[src/rtl/tt_sweep.sv]
// Truth-table sweeper: steps {a,b,c} through all eight vectors of a 3-input
// combinational block, captures its output y and scores it against EXPECTED.
module tt_sweep #(
    parameter logic [7:0]  EXPECTED = 8'h39,
    parameter int unsigned SETTLE   = 1
) (
    input  logic       clk,
    input  logic       reset,
    input  logic       start,
    input  logic       y,
    output logic       a,
    output logic       b,
    output logic       c,
    output logic       busy,
    output logic       done,
    output logic       pass,
    output logic [7:0] captured,
    output logic [3:0] err_count,
    output logic [2:0] first_fail,
    output logic       fail_seen
);

    typedef enum logic [1:0] {
        ST_IDLE,
        ST_SETTLE,
        ST_SAMPLE,
        ST_DONE
    } state_t;

    localparam logic [3:0] WAIT_LAST = 4'(SETTLE - 1);

    state_t     state;
    logic [2:0] idx;
    logic [3:0] wait_cnt;
    logic       miss;
    logic [3:0] err_next;

    // pass must reflect the count including the final sample, so score it combinationally
    always_comb begin
        miss     = (y != EXPECTED[idx]);
        err_next = err_count + {3'b000, miss};
    end

    always_ff @(posedge clk) begin
        if (reset) begin
            state      <= ST_IDLE;
            idx        <= 3'd0;
            wait_cnt   <= 4'd0;
            {a, b, c}  <= 3'b000;
            busy       <= 1'b0;
            done       <= 1'b0;
            pass       <= 1'b0;
            captured   <= 8'h00;
            err_count  <= 4'd0;
            first_fail <= 3'd0;
            fail_seen  <= 1'b0;
        end else begin
            case (state)
                ST_IDLE: begin
                    {a, b, c} <= 3'b000;
                    done      <= 1'b0;
                    if (start) begin
                        captured   <= 8'h00;
                        err_count  <= 4'd0;
                        first_fail <= 3'd0;
                        fail_seen  <= 1'b0;
                        pass       <= 1'b0;
                        idx        <= 3'd0;
                        wait_cnt   <= 4'd0;
                        busy       <= 1'b1;
                        state      <= ST_SETTLE;
                    end
                end
                ST_SETTLE: begin
                    wait_cnt <= wait_cnt + 4'd1;
                    if (wait_cnt == WAIT_LAST) begin
                        state <= ST_SAMPLE;
                    end
                end
                ST_SAMPLE: begin
                    captured[idx] <= y;
                    err_count     <= err_next;
                    if (miss && !fail_seen) begin
                        first_fail <= idx;
                        fail_seen  <= 1'b1;
                    end
                    if (idx == 3'd7) begin
                        {a, b, c} <= 3'b000;
                        busy      <= 1'b0;
                        done      <= 1'b1;
                        pass      <= (err_next == 4'd0);
                        state     <= ST_DONE;
                    end else begin
                        idx       <= idx + 3'd1;
                        {a, b, c} <= idx + 3'd1;
                        wait_cnt  <= 4'd0;
                        state     <= ST_SETTLE;
                    end
                end
                ST_DONE: begin
                    done  <= 1'b0;
                    state <= ST_IDLE;
                end
                default: begin
                    state <= ST_IDLE;
                end
            endcase
        end
    end

endmodule

[config.mk]
export PLATFORM = sky130hd
export DESIGN_NAME = tt_sweep
export DESIGN_NICKNAME = d
export VERILOG_FILES = /design/src/rtl/tt_sweep.sv
export SDC_FILE = /design/constraint.sdc
export NUM_CORES = 1
export LEC_CHECK = 0
export ABC_AREA = 1
export CAP_MARGIN = 20
export CORE_MARGIN = 3
export CORE_UTILIZATION = 55
export CTS_BUF_LIST = sky130_fd_sc_hd__clkbuf_8
export DETAILED_ROUTE_END_ITERATION = 8
export MAX_ROUTING_LAYER = met4
export PLACE_DENSITY = 0.85
export RECOVER_POWER = 25
export SLEW_MARGIN = 10
export SYNTH_ARGS = -nofsm -noshare
export SYNTH_HDL_FRONTEND = slang
export SYNTH_SLANG_ARGS = --single-unit
[constraint.sdc]
create_clock -name clk -period 2.1 [get_ports clk]
set_clock_uncertainty 0.2 [all_clocks]
set_input_delay 0.21 -clock clk [delete_from_list [all_inputs] [get_ports clk]]
set_output_delay 0.21 -clock clk [all_outputs]
set_load 0.01 [all_outputs]
# == Word-level counts from Yosys, hierarchy flattened ==
# Memories as Yosys holds them, arrays and structs flattened. A register that Yosys moved wholly into a read port is not among the register bits.
# Cells that the tools add are included.
# word_totals
romBits,8
memories,1
input_bits,4
elab_cells,83
ff_bits,31
# memory_table
memory,depth,width,read_ports,rd_ports_with_merged_regs,write_ports,line_no,text
(name not given),8,1,1,1,0,40,miss = (y != EXPECTED[idx]);
# op_classes
mux,37
order_cmp,2
n_eq_ne,10
n_reduce_logical,17
n_addsub,3
# ops
op,n
$pmux W8 S2,1
$mux W3,5
$pmux W1 S2,7
$pmux W3 S2,2
$pmux W4 S3,1
$reduce_and A3 Y1,4
$mux W1,11
$ne A2 B2 Y1 const B,5
$bwmux W8,1
$logic_not A4 Y1,2
$mux W4,2
$mux W8,1
$pmux W2 S4,1
$pmux W4 S2,1
$mux W2,3
$reduce_and A2 Y1,3
$add A4 B1 Y4,1
$add A4 B1 Y4 const B,1
$eq A2 B2 Y1 const B,2
$lt A3 B4 Y1 const B,1
$reduce_bool A2 Y1,2
$add A3 B1 Y3 const B,1
$demux W1 S3,1
$eq A3 B3 Y1 const B,1
8 further kinds,9

# == Longest topological paths before layout ==
# Gate-level depths: netlist of the first run.
# depth
ltp_word,7
depth_mapped,13

# == Worst setup path after synthesis of the first run ==
# OpenSTA, ideal clock, no wires.
# synth_timing
path_kind,register -> register
startpoint,reg (tool-made name)
endpoint,reg pass
arrival_time_ns,1.686
path_slack_ns,0.144
period_less_slack_ns,1.956
n_path_buf,0
stages_incl_launch_ff,8
cell_sequence,dfxtp_1 > xor2_1 > ha_1 > ha_1 > or2_2 > nor3_1 > nand3b_1 > a21oi_1
# synth_rtl
element,line_no,text
end signal: assignment,91,pass <= (err_next == 4'd0);
end: declaration,16,"output logic pass,"

# == Final worst setup path of the first run ==
# layout_timing
startpoint,in y
endpoint,reg pass
# layout_between
elab_chain_len,5
# layout_lines
element,line_no,text
start: declaration,10,"input logic y,"
$ne A1 B1 Y1,40,
$add A4 B1 Y4,41,"err_next = err_count + {3'b000, miss};"
$logic_not A4 Y1,91,
$mux W1,87,if (idx == 3'd7) begin
$pmux W1 S2,58,case (state)
# No other way between the ends. The select of a mux whose other input is x is not followed.
# A chain may end at the register's enable or synchronous reset.

==> results of run 1 <==
layer usage:
layer / up-vias / routed length [microns]
li1: 789 / -
met1: 691 / 1590
met2: 47 / 1710
met3: 4 / 212
met4: 0 / 29
met5: - / 0
worst paths after layout:
check | depth (start not counted) | from | to
min | 2 | first_fail[2] | first_fail[2]
max reg2reg | 7 | flip-flop | pass
min reg2reg | 2 | first_fail[2] | first_fail[2]
max | 8 | y | pass
kinds of logic after synthesis:
kind of cell             synth area share
buffers and inverters              0.0839
AND/OR/NAND/NOR                     0.332
flip-flops                          0.384
adder cells (fa/ha/maj)            0.0824
XOR/XNOR                           0.0157
AO/OA/AOI/OAI                       0.103
metrics by stage:
step,hold slack (ns),setup slack [ns],utilization,std cells,area [sq um]
finish,0.254,0.105,0.740,288,2090
global route,0.283,-0.0172,0.740,288,2090
CTS,0.261,0.100,0.732,288,2070
detailed placement,0.251,-0.188,0.694,280,1960
global placement,0.248,-0.125,0.694,280,1960
floorplan,0.0791,0.144,-,224,1670
layout make-up:
| class | count | area, sq um | area share |
|---|---|---|---|
| clock buffers | 5 | 68.8 | 0.0329 |
| inverters | 26 | 100 | 0.0478 |
| flip-flops and latches | 32 | 641 | 0.306 |
| multi-input cells | 160 | 912 | 0.435 |
| clock inverters | 3 | 38.8 | 0.0185 |
| repair buffers | 31 | 295 | 0.141 |
| well taps | 31 | 38.8 | 0.0185 |
cells in the final DEF (no fill, tap or decap), types with 5 or more instances in the layout:
| cell type | instances |
|---|---|
| clkdlybuf4s50_1 | 12 |
| nand2_2 | 7 |
| nand3_1 | 15 |
| nor2_1 | 8 |
| clkbuf_8 | 5 |
| nand2_4 | 5 |
| ha_1 | 9 |
| a21oi_1 | 28 |
| nand2_1 | 55 |
| dfxtp_1 | 32 |
| inv_1 | 23 |
| nor3_1 | 10 |
| dlygate4sd3_1 | 13 |
| buf_4 | 6 |
report_power, final:
group,leakage [uW],total (uW),switching (uW),internal [uW]
Combinational,0.000579,1180,780,397
Sequential,0.000260,777,80.4,696
Clock,0.0000593,579,232,347
registers in the layout, indices dropped and copies added, names as in the netlist, named ones only:
| register | flops |
|---|---|
| captured | 8 |
| err_count | 4 |
| wait_cnt | 4 |
| first_fail | 3 |
| idx | 3 |
| state | 2 |
| a | 1 |
| b | 1 |
| busy | 1 |
| c | 1 |
| done | 1 |
| fail_seen | 1 |
| pass | 1 |
worst register-to-register path, stage by stage, from the launching register on:
cell      delay, ns
dfxtp_1        0.33
xor2_2         0.18
ha_2           0.18
ha_1           0.28
or2_2          0.31
nor3_2         0.17
nand3b_1       0.09
a21oi_1        0.11
repair_timing:
action,CTS,global route
endpoints found under the setup margin,0,10
resized for setup,0,5
endpoints found under the hold margin,0,0
==> impl_results.md, run 1 <==
* Gpl congestion at between 0.8 and 0.9
* Setup total negative slack at 0 ns
* Count of synthesis-stage warnings from yosys at 0
* Hold Crit Class: flip-flop to flip-flop
* Die area at 3730 sq um
* # clock sinks at 32
* Worst Tran Pin Value at about 0.34 ns
* Worst Path Required at 2.12 ns
* Synth Net Count at 239
* Synth async-reset ratio at 0
* Core ar. at between 2000 and 3000 sq um
* Share of cells above drive strength 1 at 0.156
* Top cells by area, synth: dfxtp_1 38%, nand2_1 12%, a21oi_1 8.4%
* Post-synthesis sequential area ratio at 0.384
* DR vias/cell at 5.32
* F_max at 0.501 GHz
* CP max stage delay at 0.52 ns
* H-tree levels at 2
* First-pass GRT wire length at slightly below 6 mm
* Synth cell count leaders: 55 x nand2_1, 32 x dfxtp_1, 28 x a21oi_1
* Post-Route WL at 3.55 mm
* Root buf cell: clkbuf_8
* I/O pins at 26
* Worst VDD drop at 835 uV
* Setup crit end kind: flip-flop
* Final Net Count at about 270
* Synth Register Bits at 32
* Status: finished clean
* Kind of start point of the critical path: primary input
* M1 GR Usage at 0.272
* Post-synth EDFFs at 0
* Most numerous cell in the Yosys netlist: nand2_1
* Routed WL per cell at 12.3 microns
* GRT Residual Overflow at 0
* Leakage at 0.000898 uW
* Post-CTS setup buffers at 0
* Remaining antenna violation count at 0
* Period minus WS final at 1.99 ns
* TritonCTS clock tree: done
* Detailed-route via count at between 1500 and 2000
* Count of buffers from port buffering at 25
* Largest net degree at the start of global routing at 22
* Met2 Use GR at 0.341
* Final Hold Fails at 0
* Delay-heaviest family, CP: simple AND/OR/NAND/NOR gates
* Layout area overhead at 25.4%
* Total of max-cap violations at 0
* Die extent in y at 61.1 microns
* Number of global-route vias before repair at 1384
* Netlist cell types at 28
* Iter 0 DRT Violations at 99
* ANT cells at 0
* Post-route DRC at 0
* Longest Clk Path Bufs at 2
* Clock Latency Late Sink at 0.29 ns
* Syn Area/Cell at 7.46 sq um
* Yosys top cell by area: dfxtp_1
* PD cells at around 1200 nW/um^2
* Hpwl dp at 2.45 mm
* Setup slack, reg-to-reg at 0.17 ns
* Fill cell count at 222
* Power Total at roughly 2500 uW
* Clock slew at reported path FFs at 0.07 ns
* Gr usage total at 0.217
* Die width at between 60 and 70 microns
* Max-slew violation count at 0
* Final Setup Violations at 0
* Synth Flop Type: dfxtp_1
* CTS hold repair buffers at 0
* Num CTS Buffers at 5
* Critical Path Fanout Max at 2
* Arr. time, crit path at 2.02 ns
* Crit path cell chain: clkdlybuf4s50_1, xor2_2, ha_2, ha_1, or2_2, nor3_2, nand3b_1, a21oi_1
* Period utilization at 0.950
* Initial DRT Pass Iterations at 5
* Yosys top cell area share at 0.384
* Relative slew slack at 0.776
* Critical path class: primary input to flip-flop
* Cell Rows at 19
* Mapped Cells at ~220
* Cell Area, Synth at 1670 sq um
* CP bufs+invs at 1
* Critical-path top delay cell: clkdlybuf4s50_1
* Initial core utilization at 0.590
* GRT met3 Usage at 0.0629
* Initial antenna violation count at 0
* GRT busiest layer: met2
Power figures use the tool's default switching activity.
==> run 2, diff against run 1 <==
--- a/config.mk
+++ b/config.mk
@@ -11,10 +11,11 @@
 export CORE_UTILIZATION = 55
 export CTS_BUF_LIST = sky130_fd_sc_hd__clkbuf_8
 export DETAILED_ROUTE_END_ITERATION = 8
+export GPL_TIMING_DRIVEN = 0
 export MAX_ROUTING_LAYER = met4
 export PLACE_DENSITY = 0.85
 export RECOVER_POWER = 25
-export SLEW_MARGIN = 10
+export SLEW_MARGIN = 30
 export SYNTH_ARGS = -nofsm -noshare
 export SYNTH_HDL_FRONTEND = slang
 export SYNTH_SLANG_ARGS = --single-unit
==> run 2 against run 1 <==
Net effect: final cell count rose by 0.35%; non-clock buffer count rose by 1; clock power rose by 11%; combinational power barely moved; routed wire length rose by 1.6%; die area did not move; power rose by 2.1%.
==> impl_results.md, run 2 (synthesized netlist as in run 1, its figures left out) <==
* Worst Path Required at 2.12 ns
* Hpwl dp at about 2.6 mm
* Post-route DRC at 0
* Critical Path Fanout Max at 2
* GRT met3 Usage at 0.0524
* Hold Crit Class: flip-flop to flip-flop
* Max-slew violation count at 0
* M1 GR Usage at 0.286
* Period utilization at 0.910
* TritonCTS clock tree: done
* Setup total negative slack at 0 ns
* Commonest non-fill, non-tap cell in the layout: nand2_1
* Num CTS Buffers at 5
* DR vias/cell at 5.35
* Worst VDD drop at 845 uV
* Root buf cell: clkbuf_8
* Hold EP: busy
* Kind of start point of the critical path: flip-flop
* Setup crit end kind: flip-flop
* Gr usage total at 0.231
* Hold path depth at 2
* Layout area overhead at 26.4%
* Detailed-route via count at 1546
* Leakage at 0.000909 uW
* Initial antenna violation count at 0
* Count of buffers from port buffering at 25
* Post-Route WL at ~3.6 mm
* Final Hold Fails at 0
* I/O pins at 26
* Clock slew at reported path FFs at 0.07 ns
* Initial core utilization at 0.590
* PD cells at 1220 nW/um^2
* Placed Instances at 280
* Worst hold start: busy
* Die area at around 3700 sq um
* Power Total at 2580 uW
* H-tree levels at 2
* Total of max-cap violations at 0
* Leading cell types in the layout, fill and taps excluded: 55 x nand2_1, 32 x dfxtp_1, 28 x a21oi_1
* Final Instance Count excl. Fillers at slightly below 300
* # clock sinks at 32
* Core ar. at roughly 2800 sq um
* Worst r2r path cells at 7
* First-pass GRT wire length at ~6.2 mm
* CTS hold repair buffers at 0
* Routed WL per cell at 12.5 microns
* Die extent in y at 61.1 microns
* Cell Rows at 19
* GRT Residual Overflow at 0
* Number of global-route vias before repair at between 1000 and 1500
* Setup slack, reg-to-reg at 0.19 ns
* Crit path cell chain: xor2_2, ha_2, ha_1, or2_2, nor3_2, nand3b_1, a21oi_1
* GRT busiest layer: met2
* Gpl congestion at 0.826
* Largest register FFs at 8
* RSZ-0062 raised after global routing: false
* ANT cells at 0
* Final Setup Violations at 0
* CP max stage delay at roughly 0.35 ns
* Critical-path top delay cell: dfxtp_1
* Biggest register: captured
* Regs by FF count: captured (8), err_count (4), wait_cnt (4)
* Die width at 61.1 microns
* Clock Latency Late Sink at between 0.2 and 0.3 ns
* Worst Tran Pin Value at 0.484 ns
* Remaining antenna violation count at 0
* Relative slew slack at 0.677
* Met2 Use GR at 0.343
* Initial DRT Pass Iterations at 4
* Share of cells above drive strength 1 at 0.151
* Period minus WS final at 1.91 ns
* Critical path class: flip-flop to flip-flop
* Status: finished clean
* Final Net Count at between 200 and 300
* Arr. time, crit path at about 1.9 ns
* F_max at ~0.52 GHz
* Largest net degree at the start of global routing at 11
* Iter 0 DRT Violations at 113
* Longest Clk Path Bufs at 2
* R2R Path End: pass
[run 2: layout make-up]
| class | instances | area [sq um] |
|---|---|---|
| multi-input combinational | 160 | 905 |
| timing repair buffer | 26 | 260 |
| tap | 31 | 38.8 |
| fill | 209 | 718 |
| clock inverter | 1 | 30.0 |
| sequential | 32 | 641 |
| inverter | 26 | 100 |
| clock buffer | 7 | 96.3 |
| buffer | 6 | 40.0 |
[run 2: per-layer routing]
layer,part of all wire,vias to the layer above
met1,0.47,693
met3,0.058,11
met2,0.45,50
met4,0.029,0
li1,-,792
met5,0,-
[run 2: how the worst max path moves through the flow]
stage / to / slack, ns / depth (start not counted)
after floorplan: pass / 0.14 / 7
after global placement: pass / -0.44 / 8
after detailed placement: pass / -0.46 / 8
after CTS: pass / 0.04 / 8
after global routing: pass / 0.04 / 7
final: pass / 0.19 / 7
[run 2: stage by stage]
| step | util | hold slack (ns) | cell area (sq um) | worst slack (ns) |
|---|---|---|---|---|
| 6_report | 0.746 | 0.261 | 2110 | 0.189 |
| 5_1_grt | 0.746 | 0.289 | 2110 | 0.0373 |
| 4_1_cts | 0.743 | 0.261 | 2100 | 0.0382 |
| 3_5_place_dp | 0.693 | 0.251 | 1960 | -0.455 |
| 3_3_place_gp | 0.693 | 0.248 | 1960 | -0.437 |
| 2_1_floorplan | - | 0.0791 | 1670 | 0.144 |
[run 2: report_power, final]
group          internal, uW  switching [uW]  total [uW]
registers               696            77.4         774
logic                   400             766        1170
clock network           418             227         645
total                  1510            1070        2580
[run 2: timing repair]
action,in CTS,in global routing
pin swaps,1,1
setup endpoints to repair,1,1
gates resized for setup,1,3
buffers inserted,1,0
[run 2: critical path, delay by kind of cell, from the launching register on]
kind | cells | cell delay (ns)
AO/OA/AOI/OAI | 1 | 0.12
flip-flops | 1 | 0.35
XOR/XNOR | 1 | 0.18
AND/OR/NAND/NOR | 3 | 0.56
adder cells (fa/ha/maj) | 2 | 0.44
